[config.mk]
export PLATFORM = sky130hd
export DESIGN_NAME = pipe_hazard_ctrl
export DESIGN_NICKNAME = d
export VERILOG_FILES = /design/src/rtl/pipe_pkg.sv /design/src/rtl/hazard_tag_stage.sv /design/src/rtl/pipe_hazard_ctrl.sv
export SDC_FILE = /design/constraint.sdc
export NUM_CORES = 1
export LEC_CHECK = 0
export ABC_AREA = 1
export CAP_MARGIN = 10
export CORE_AREA = 4 4 68 70
export CTS_BUF_LIST = sky130_fd_sc_hd__clkbuf_2
export CTS_CLUSTER_DIAMETER = 150
export DETAILED_ROUTE_END_ITERATION = 10
export DIE_AREA = 0 0 72 74
export GPL_TIMING_DRIVEN = 1
export PLACE_DENSITY = 0.95
export SETUP_SLACK_MARGIN = 0.2
export SYNTH_ARGS = -nofsm -noshare
export SYNTH_HDL_FRONTEND = slang
export SYNTH_HIERARCHICAL = 1
export SYNTH_SLANG_ARGS = --single-unit
export TNS_END_PERCENT = 20
[constraint.sdc]
create_clock -name clock -period 5.29 [get_ports clock]
set_clock_uncertainty 0.15 [all_clocks]
set_input_delay 1.058 -clock clock [delete_from_list [all_inputs] [get_ports clock]]
set_output_delay 1.058 -clock clock [all_outputs]
set_load 0.005 [all_outputs]
[src/rtl/pipe_pkg.sv]
`default_nettype none
// ============================================================================
// Module   : pipe_pkg
// Brief    : Shared tag type, forward-select encoding and defaults for the
//            pipeline hazard controller.
// Revision : 1.0 - initial release
// ============================================================================
package pipe_pkg;

  localparam int c_reg_aw_def      = 4;
  localparam int c_flush_depth_def = 2;
  localparam int c_cnt_w_def       = 16;
  localparam int c_zero_reg_def    = 1;
  // Widest register address a tag can carry; narrower addresses are zero-extended.
  localparam int c_rd_max_w        = 8;

  typedef struct packed {
    logic                  valid;
    logic [c_rd_max_w-1:0] rd;
    logic                  regwrite;
    logic                  is_load;
  } hazard_tag_t;

  typedef enum logic [1:0] {
    FWD_RF    = 2'd0,
    FWD_EXMEM = 2'd1,
    FWD_MEMWB = 2'd2
  } fwd_sel_e;

  function automatic logic tag_match(
    input hazard_tag_t           tag,
    input logic [c_rd_max_w-1:0] src,
    input logic                  used,
    input logic                  zero_reg
  );
    return tag.valid && tag.regwrite && used && (tag.rd == src) &&
           (!zero_reg || (src != '0));
  endfunction

endpackage
`default_nettype wire

[src/rtl/hazard_tag_stage.sv]
`default_nettype none
// ============================================================================
// Module   : hazard_tag_stage
// Brief    : One resettable shadow-pipeline tag register.
// Revision : 1.0 - initial release
// ============================================================================
module hazard_tag_stage
  import pipe_pkg::*;
(
  input  logic        clock,
  input  logic        rst,
  input  hazard_tag_t i_tag,
  output hazard_tag_t o_tag
);

  hazard_tag_t r_tag;

  always_ff @(posedge clock or negedge rst) begin
    if (!rst) begin
      r_tag <= '0;
    end else begin
      r_tag <= i_tag;
    end
  end

  assign o_tag = r_tag;

endmodule
`default_nettype wire

[src/rtl/pipe_hazard_ctrl.sv]
`default_nettype none
// ============================================================================
// Module   : pipe_hazard_ctrl
// Brief    : Stall / flush / forward-select control for a 5-stage pipeline.
//            Define HAZ_FWD_EN for forwarding; otherwise RAW hazards stall.
// Revision : 1.0 - initial release
// ============================================================================
module pipe_hazard_ctrl
  import pipe_pkg::*;
#(
  parameter int REG_AW      = c_reg_aw_def,
  parameter int FLUSH_DEPTH = c_flush_depth_def,
  parameter int CNT_W       = c_cnt_w_def,
  parameter int ZERO_REG    = c_zero_reg_def
) (
  input  logic              clock,
  input  logic              rst,
  input  logic              id_valid,
  input  logic [REG_AW-1:0] id_rs1,
  input  logic [REG_AW-1:0] id_rs2,
  input  logic              id_use_rs1,
  input  logic              id_use_rs2,
  input  logic [REG_AW-1:0] id_rd,
  input  logic              id_regwrite,
  input  logic              id_is_load,
  input  logic              br_taken,
  output logic              pc_write,
  output logic              de_bubble,
  output logic              flush,
  output logic [1:0]        fwd_a_sel,
  output logic [1:0]        fwd_b_sel,
  output logic [CNT_W-1:0]  stall_cycles
);

  localparam logic       c_zero_reg     = (ZERO_REG != 0);
  localparam logic [1:0] c_flush_reload = 2'(FLUSH_DEPTH - 1);

  hazard_tag_t           w_tag_issue;
  hazard_tag_t           w_tag_ex;
  hazard_tag_t           w_tag_mem;
  hazard_tag_t           w_tag_wb;
  logic [c_rd_max_w-1:0] w_rs1;
  logic [c_rd_max_w-1:0] w_rs2;
  logic                  w_ex_a;
  logic                  w_ex_b;
  logic                  w_mem_a;
  logic                  w_mem_b;
  logic                  w_flush;
  logic                  w_hazard;
  logic                  w_stall;
  logic                  w_issue;
  logic                  w_unused_tag_bits;
  logic [1:0]            r_flush_cnt;
  logic [CNT_W-1:0]      r_stall_cycles;

  assign w_rs1   = c_rd_max_w'(id_rs1);
  assign w_rs2   = c_rd_max_w'(id_rs2);
  assign w_ex_a  = tag_match(w_tag_ex,  w_rs1, id_use_rs1, c_zero_reg);
  assign w_ex_b  = tag_match(w_tag_ex,  w_rs2, id_use_rs2, c_zero_reg);
  assign w_mem_a = tag_match(w_tag_mem, w_rs1, id_use_rs1, c_zero_reg);
  assign w_mem_b = tag_match(w_tag_mem, w_rs2, id_use_rs2, c_zero_reg);

  // Gating with rst keeps every output idle while reset is held.
  assign w_flush = rst && (br_taken || (r_flush_cnt != 2'd0));

`ifdef HAZ_FWD_EN
  assign w_hazard = w_tag_ex.is_load && (w_ex_a || w_ex_b);
`else
  assign w_hazard = w_ex_a || w_ex_b || w_mem_a || w_mem_b;
`endif

  assign w_stall = w_hazard && !w_flush;
  assign w_issue = id_valid && !w_stall && !w_flush;

  always_comb begin
    w_tag_issue = '0;
    if (w_issue) begin
      w_tag_issue.valid    = 1'b1;
      w_tag_issue.rd       = c_rd_max_w'(id_rd);
      w_tag_issue.regwrite = id_regwrite;
      w_tag_issue.is_load  = id_is_load;
    end
  end

  hazard_tag_stage u_tag_ex  (.clock(clock), .rst(rst), .i_tag(w_tag_issue), .o_tag(w_tag_ex));
  hazard_tag_stage u_tag_mem (.clock(clock), .rst(rst), .i_tag(w_tag_ex),    .o_tag(w_tag_mem));
  hazard_tag_stage u_tag_wb  (.clock(clock), .rst(rst), .i_tag(w_tag_mem),   .o_tag(w_tag_wb));

  always_ff @(posedge clock or negedge rst) begin
    if (!rst) begin
      r_flush_cnt    <= 2'd0;
      r_stall_cycles <= '0;
    end else begin
      if (br_taken) begin
        r_flush_cnt <= c_flush_reload;
      end else if (r_flush_cnt != 2'd0) begin
        r_flush_cnt <= r_flush_cnt - 2'd1;
      end
      if (w_stall && (r_stall_cycles != '1)) begin
        r_stall_cycles <= r_stall_cycles + CNT_W'(1);
      end
    end
  end

`ifdef HAZ_FWD_EN
  fwd_sel_e w_fwd_a;
  fwd_sel_e w_fwd_b;
  fwd_sel_e r_fwd_a;
  fwd_sel_e r_fwd_b;

  // The younger EX producer takes priority over MEM.
  always_comb begin
    w_fwd_a = FWD_RF;
    w_fwd_b = FWD_RF;
    if (w_ex_a) begin
      w_fwd_a = FWD_EXMEM;
    end else if (w_mem_a) begin
      w_fwd_a = FWD_MEMWB;
    end
    if (w_ex_b) begin
      w_fwd_b = FWD_EXMEM;
    end else if (w_mem_b) begin
      w_fwd_b = FWD_MEMWB;
    end
  end

  always_ff @(posedge clock or negedge rst) begin
    if (!rst) begin
      r_fwd_a <= FWD_RF;
      r_fwd_b <= FWD_RF;
    end else begin
      r_fwd_a <= w_issue ? w_fwd_a : FWD_RF;
      r_fwd_b <= w_issue ? w_fwd_b : FWD_RF;
    end
  end

  assign fwd_a_sel         = r_fwd_a;
  assign fwd_b_sel         = r_fwd_b;
  assign w_unused_tag_bits = ^{w_tag_wb, w_tag_mem.is_load};
`else
  assign fwd_a_sel         = FWD_RF;
  assign fwd_b_sel         = FWD_RF;
  // Write-before-read register file: the WB tag never needs checking.
  assign w_unused_tag_bits = ^{w_tag_wb, w_tag_ex.is_load, w_tag_mem.is_load};
`endif

  assign pc_write     = !w_stall;
  assign de_bubble    = w_stall || w_flush;
  assign flush        = w_flush;
  assign stall_cycles = r_stall_cycles;

endmodule
`default_nettype wire

Yosys cells after proc, flatten, opt, wreduce, memory -nomap -nowiden
Cells that the tools add are included.

Register bits after elaboration: 38. Memories: 0. Bits of input ports: 20. Latch bits: 0. Bits in writable memories: 0. Logic and storage cells: 48. Output and inout port bits: 23. Bits in read-only memories: 0.

Div/mod/pow operators: 0. Add/subtract/negate cells: 2. Eq/ne operators: 5. Order comparisons: 0. Muxes and demuxes: 3. Shifts and indexed selects: 0. Reduce and logical (&&, ||, !) cells: 30. Multiply operators: 0. Bitwise logic cells: 0.

Operator list (number): $eq A8 B4 Y1 (4); $logic_and A1 B1 Y1 (19); $add A16 B1 Y16 const B (1); $ne A16 B16 Y1 const B (1); $reduce_bool A8 Y1 (2); $mux W11 (1); $logic_or A1 B1 Y1 (5); $mux W2 (2); $reduce_bool A2 Y1 (2); $logic_not A1 Y1 (2); $sub A2 B1 Y2 const B (1).

Longest topological paths before layout
Word-level depth: 12. Gate-level depth with buffers: 13. Depth with buffers taken out: 12.

By module
Netlist, hierarchy kept.

Modules (own cells, without submodules): pipe_hazard_ctrl (area an instance 1735.4 um2, instances 1, cells an instance 293); hazard_tag_stage (area an instance 275.3 um2, instances 2, cells an instance 11).

Worst setup path after synthesis
No wires, ideal clock.

Kind: input to output. Start point: input port id_rs2[0]. End point: output port de_bubble. Slack: 2486 ps. Path buffers: 0. Stages on the path: 8. Required time: 4082 ps. Arrival: 1596 ps. Cell sequence: inv_2 nand2_1 nand2_2 nor2_4 nand3_1 nand2_2 nand2_4 nand3_1.

Longest elaborated chain between the ends: 8. Elaborated cells between the ends (all ways): 12.

Ends and longest elaborated chain: from (decl) (RTL line pipe_hazard_ctrl.sv:20) `input logic [REG_AW-1:0] id_rs2,`; $eq A8 B4 Y1 (RTL line pipe_pkg.sv:36) `return tag.valid && tag.regwrite && used && (tag.rd == src) &&`; $logic_and A1 B1 Y1 (2 in series) (RTL line pipe_pkg.sv:36); $logic_or A1 B1 Y1 (2 in series) (RTL line pipe_hazard_ctrl.sv:69) `assign w_hazard = w_ex_a || w_ex_b || w_mem_a || w_mem_b;`; $logic_or A1 B1 Y1 (*) (RTL line pipe_hazard_ctrl.sv:69); $logic_and A1 B1 Y1 (*) (RTL line pipe_hazard_ctrl.sv:72) `assign w_stall = w_hazard && !w_flush;`; $logic_or A1 B1 Y1 (*) (RTL line pipe_hazard_ctrl.sv:148) `assign de_bubble = w_stall || w_flush;`; to (decl) (RTL line pipe_hazard_ctrl.sv:28) `output logic de_bubble,`.

Every way passes the cells marked *; elsewhere a longest branch is shown, timed or not.

Final worst setup path
Start point: input port id_rs2[1]. End point: output port de_bubble.

Same word-level chain as after synthesis.

==> results.cfg <==
[synthesis]
yosysWarnings = 6
synthCells = 311
avgSynthCellArea_um2 = 7.17
syn_area_um2 = 2230

[pwr]
peakVddDrop_mv = 0.142
power.switching_uw = 145
p_leak_uw = 0.00142
p_comb_share_pct = 16.3
p_int_uw = 366
power_density_nw_per_um2 = 191
pwr-share-seq_pct = 61.7
clkPwrFrac_pct = 22.0
swShare_pct = 28.3

[clocking]
cts_sinks = 38
cts_buffers = 5
clk_latency_ns = 0.37
clk_pin_slew_ns = 0.16
cts_setup_buffers = 0
cts_tree = built
holdBufCountCts = 0
clockBufferDepth = 2
htreeDepth = 2
ctsResizeCount = 0
cts_root_buffer = clkbuf_2

[grt]
track_usage_pct = 18.7
grt_pass1_vias = 1899
gr-total-overflow = 0
grt_max_degree = 39
antenna_found_initial = 0
grt_pass1_wl_um = 7820

[floorplan]
start_util_pct = 56.1
die_h_um = 74
std_cell_rows = 23
die_w_um = 72
pin_count = 43
core_region_area_um2 = 3970
fp.dieArea_um2 = 5330

[place]
globalplace.congestion = 0.962
hpwl_um = 3720
io_buffers = 37
place_ws_ns = 1.31

[worst_setup_path]
r2r_end = stall_cycles[13]
crit_type = in2out
worstPathArrival_ns = 2.79
r2r-start = stall_cycles[0]
r2r_setup_slack_ns = 3.29
crit_required_ns = 4.08
cp-start-kind = input pin
end_kind = primary output
crit_fanout = 3
rr_worst_depth = 10

[sta]
period_minus_slack_ns = 4.00
hold_viol = 0
worst_slack_ns = 1.29
rsz0062_at_grt = false
slew_violations = 0
fmax_mhz = 250
setup_viol = 0
min_period_over_period_pct = 75.7
setup_tns_ns = 0

[route]
routed_wl_um = 4690
wl_per_cell_um = 11.5
dr.pass1.iters = 4
first_iter_violations = 131
vias = 1994
drc = 0
avgViaCountPerCell = 4.90
ant_nets = 0

[hold_path]
min_to = u_tag_mem/o_tag[9]
whs_path_depth = 0
min_path_type = reg2reg
min_from = u_tag_ex/o_tag[9]

[job]
max_cap_violations = 0

[layout]
syn2layout_area_growth_pct = 19.8
drive_gt1_share_pct = 11.5
n_antenna_cell = 0
nNetsFinal = 380

[run_status]
status = complete, no violations
[metrics by stage]
step	utilization, %	instance area, µm²	hold WS [ns]	cells	power, µW
global placement	66.5	2640	0.205	401	399
global route	67.2	2670	0.262	407	541
detailed placement	66.5	2640	0.216	401	404
floorplan	-	2250	0.204	318	367
finish	67.2	2670	0.238	407	511
CTS	67.2	2670	0.252	407	516
[how the worst max path moves through the flow]
stage / end / slack (ns) / cells past startpoint / from
final: de_bubble / 1.29 / 10 / id_rs2[1]
after global routing: de_bubble / 1.17 / 10 / id_rs1[1]
after CTS: de_bubble / 1.31 / 10 / id_rs2[0]
after detailed placement: de_bubble / 1.31 / 10 / id_rs2[0]
after global placement: de_bubble / 1.37 / 10 / id_rs2[0]
after floorplan: de_bubble / 2.49 / 8 / id_rs2[0]
[power groups by stage]
stage / clock network [µW] / registers, µW / logic, µW
after floorplan: 0 / 318 / 48.8
after global placement: 0 / 319 / 80.1
after detailed placement: 0 / 320 / 83.9
after CTS: 117 / 315 / 84.0
after global routing: 128 / 317 / 95.5
final: 112 / 315 / 83.4
[worst max-delay path: stages]
cell and delay, ns:
clkdlybuf4s50_1 0.53, inv_2 0.06, nand2_1 0.06, nand2_1 0.08, nor2_4 0.11, nand3_1 0.12, nand2_2 0.11, nand2_4 0.06
nand3_1 0.10, clkdlybuf4s50_1 0.50
[state kept, by name, indices dropped and copies added (netlist names)]
name and flops:
u_tag_mem/o_tag 10, u_tag_ex/o_tag 10, r_flush_cnt 2, stall_cycles 16
[final cells by class]
type / instances / area, µm²
tap: 50 / 62.6
sequential: 38 / 951
multi-input combinational: 217 / 1040
timing repair buffer: 38 / 373
clock buffer: 5 / 25.0
clock inverter: 1 / 3.75
inverter: 58 / 218
fill: 326 / 1300
[cells in the final DEF (no fill, tap or decap)]
cell type        count
o21ai_2              4
buf_2                1
buf_4                1
dfrtp_1             38
nor3_2               2
nor2_1              50
ha_1                 2
conb_1               8
nand3_4              1
nand2_4              3
xnor2_2              1
nor4_4               1
inv_2               10
clkbuf_2             5
nand3_1             17
nand2_1             99
o21ai_1              4
o31ai_1              1
nand4_2              1
o21ai_0              4
nor2_4               3
nand4_1              7
nor2_2               2
clkinv_1             1
inv_1               48
a21oi_1              1
clkdlybuf4s50_1     36
nand2_2              6
[routing by layer]
metal / global-route usage, % / part of all wire, %
met5: 0 / 0
met2: 33.3 / 49
met4: 8.35 / 2.2
met1: 22.2 / 44
met3: 3.51 / 4.3
No activity file was read; power rests on OpenSTA's default activity.
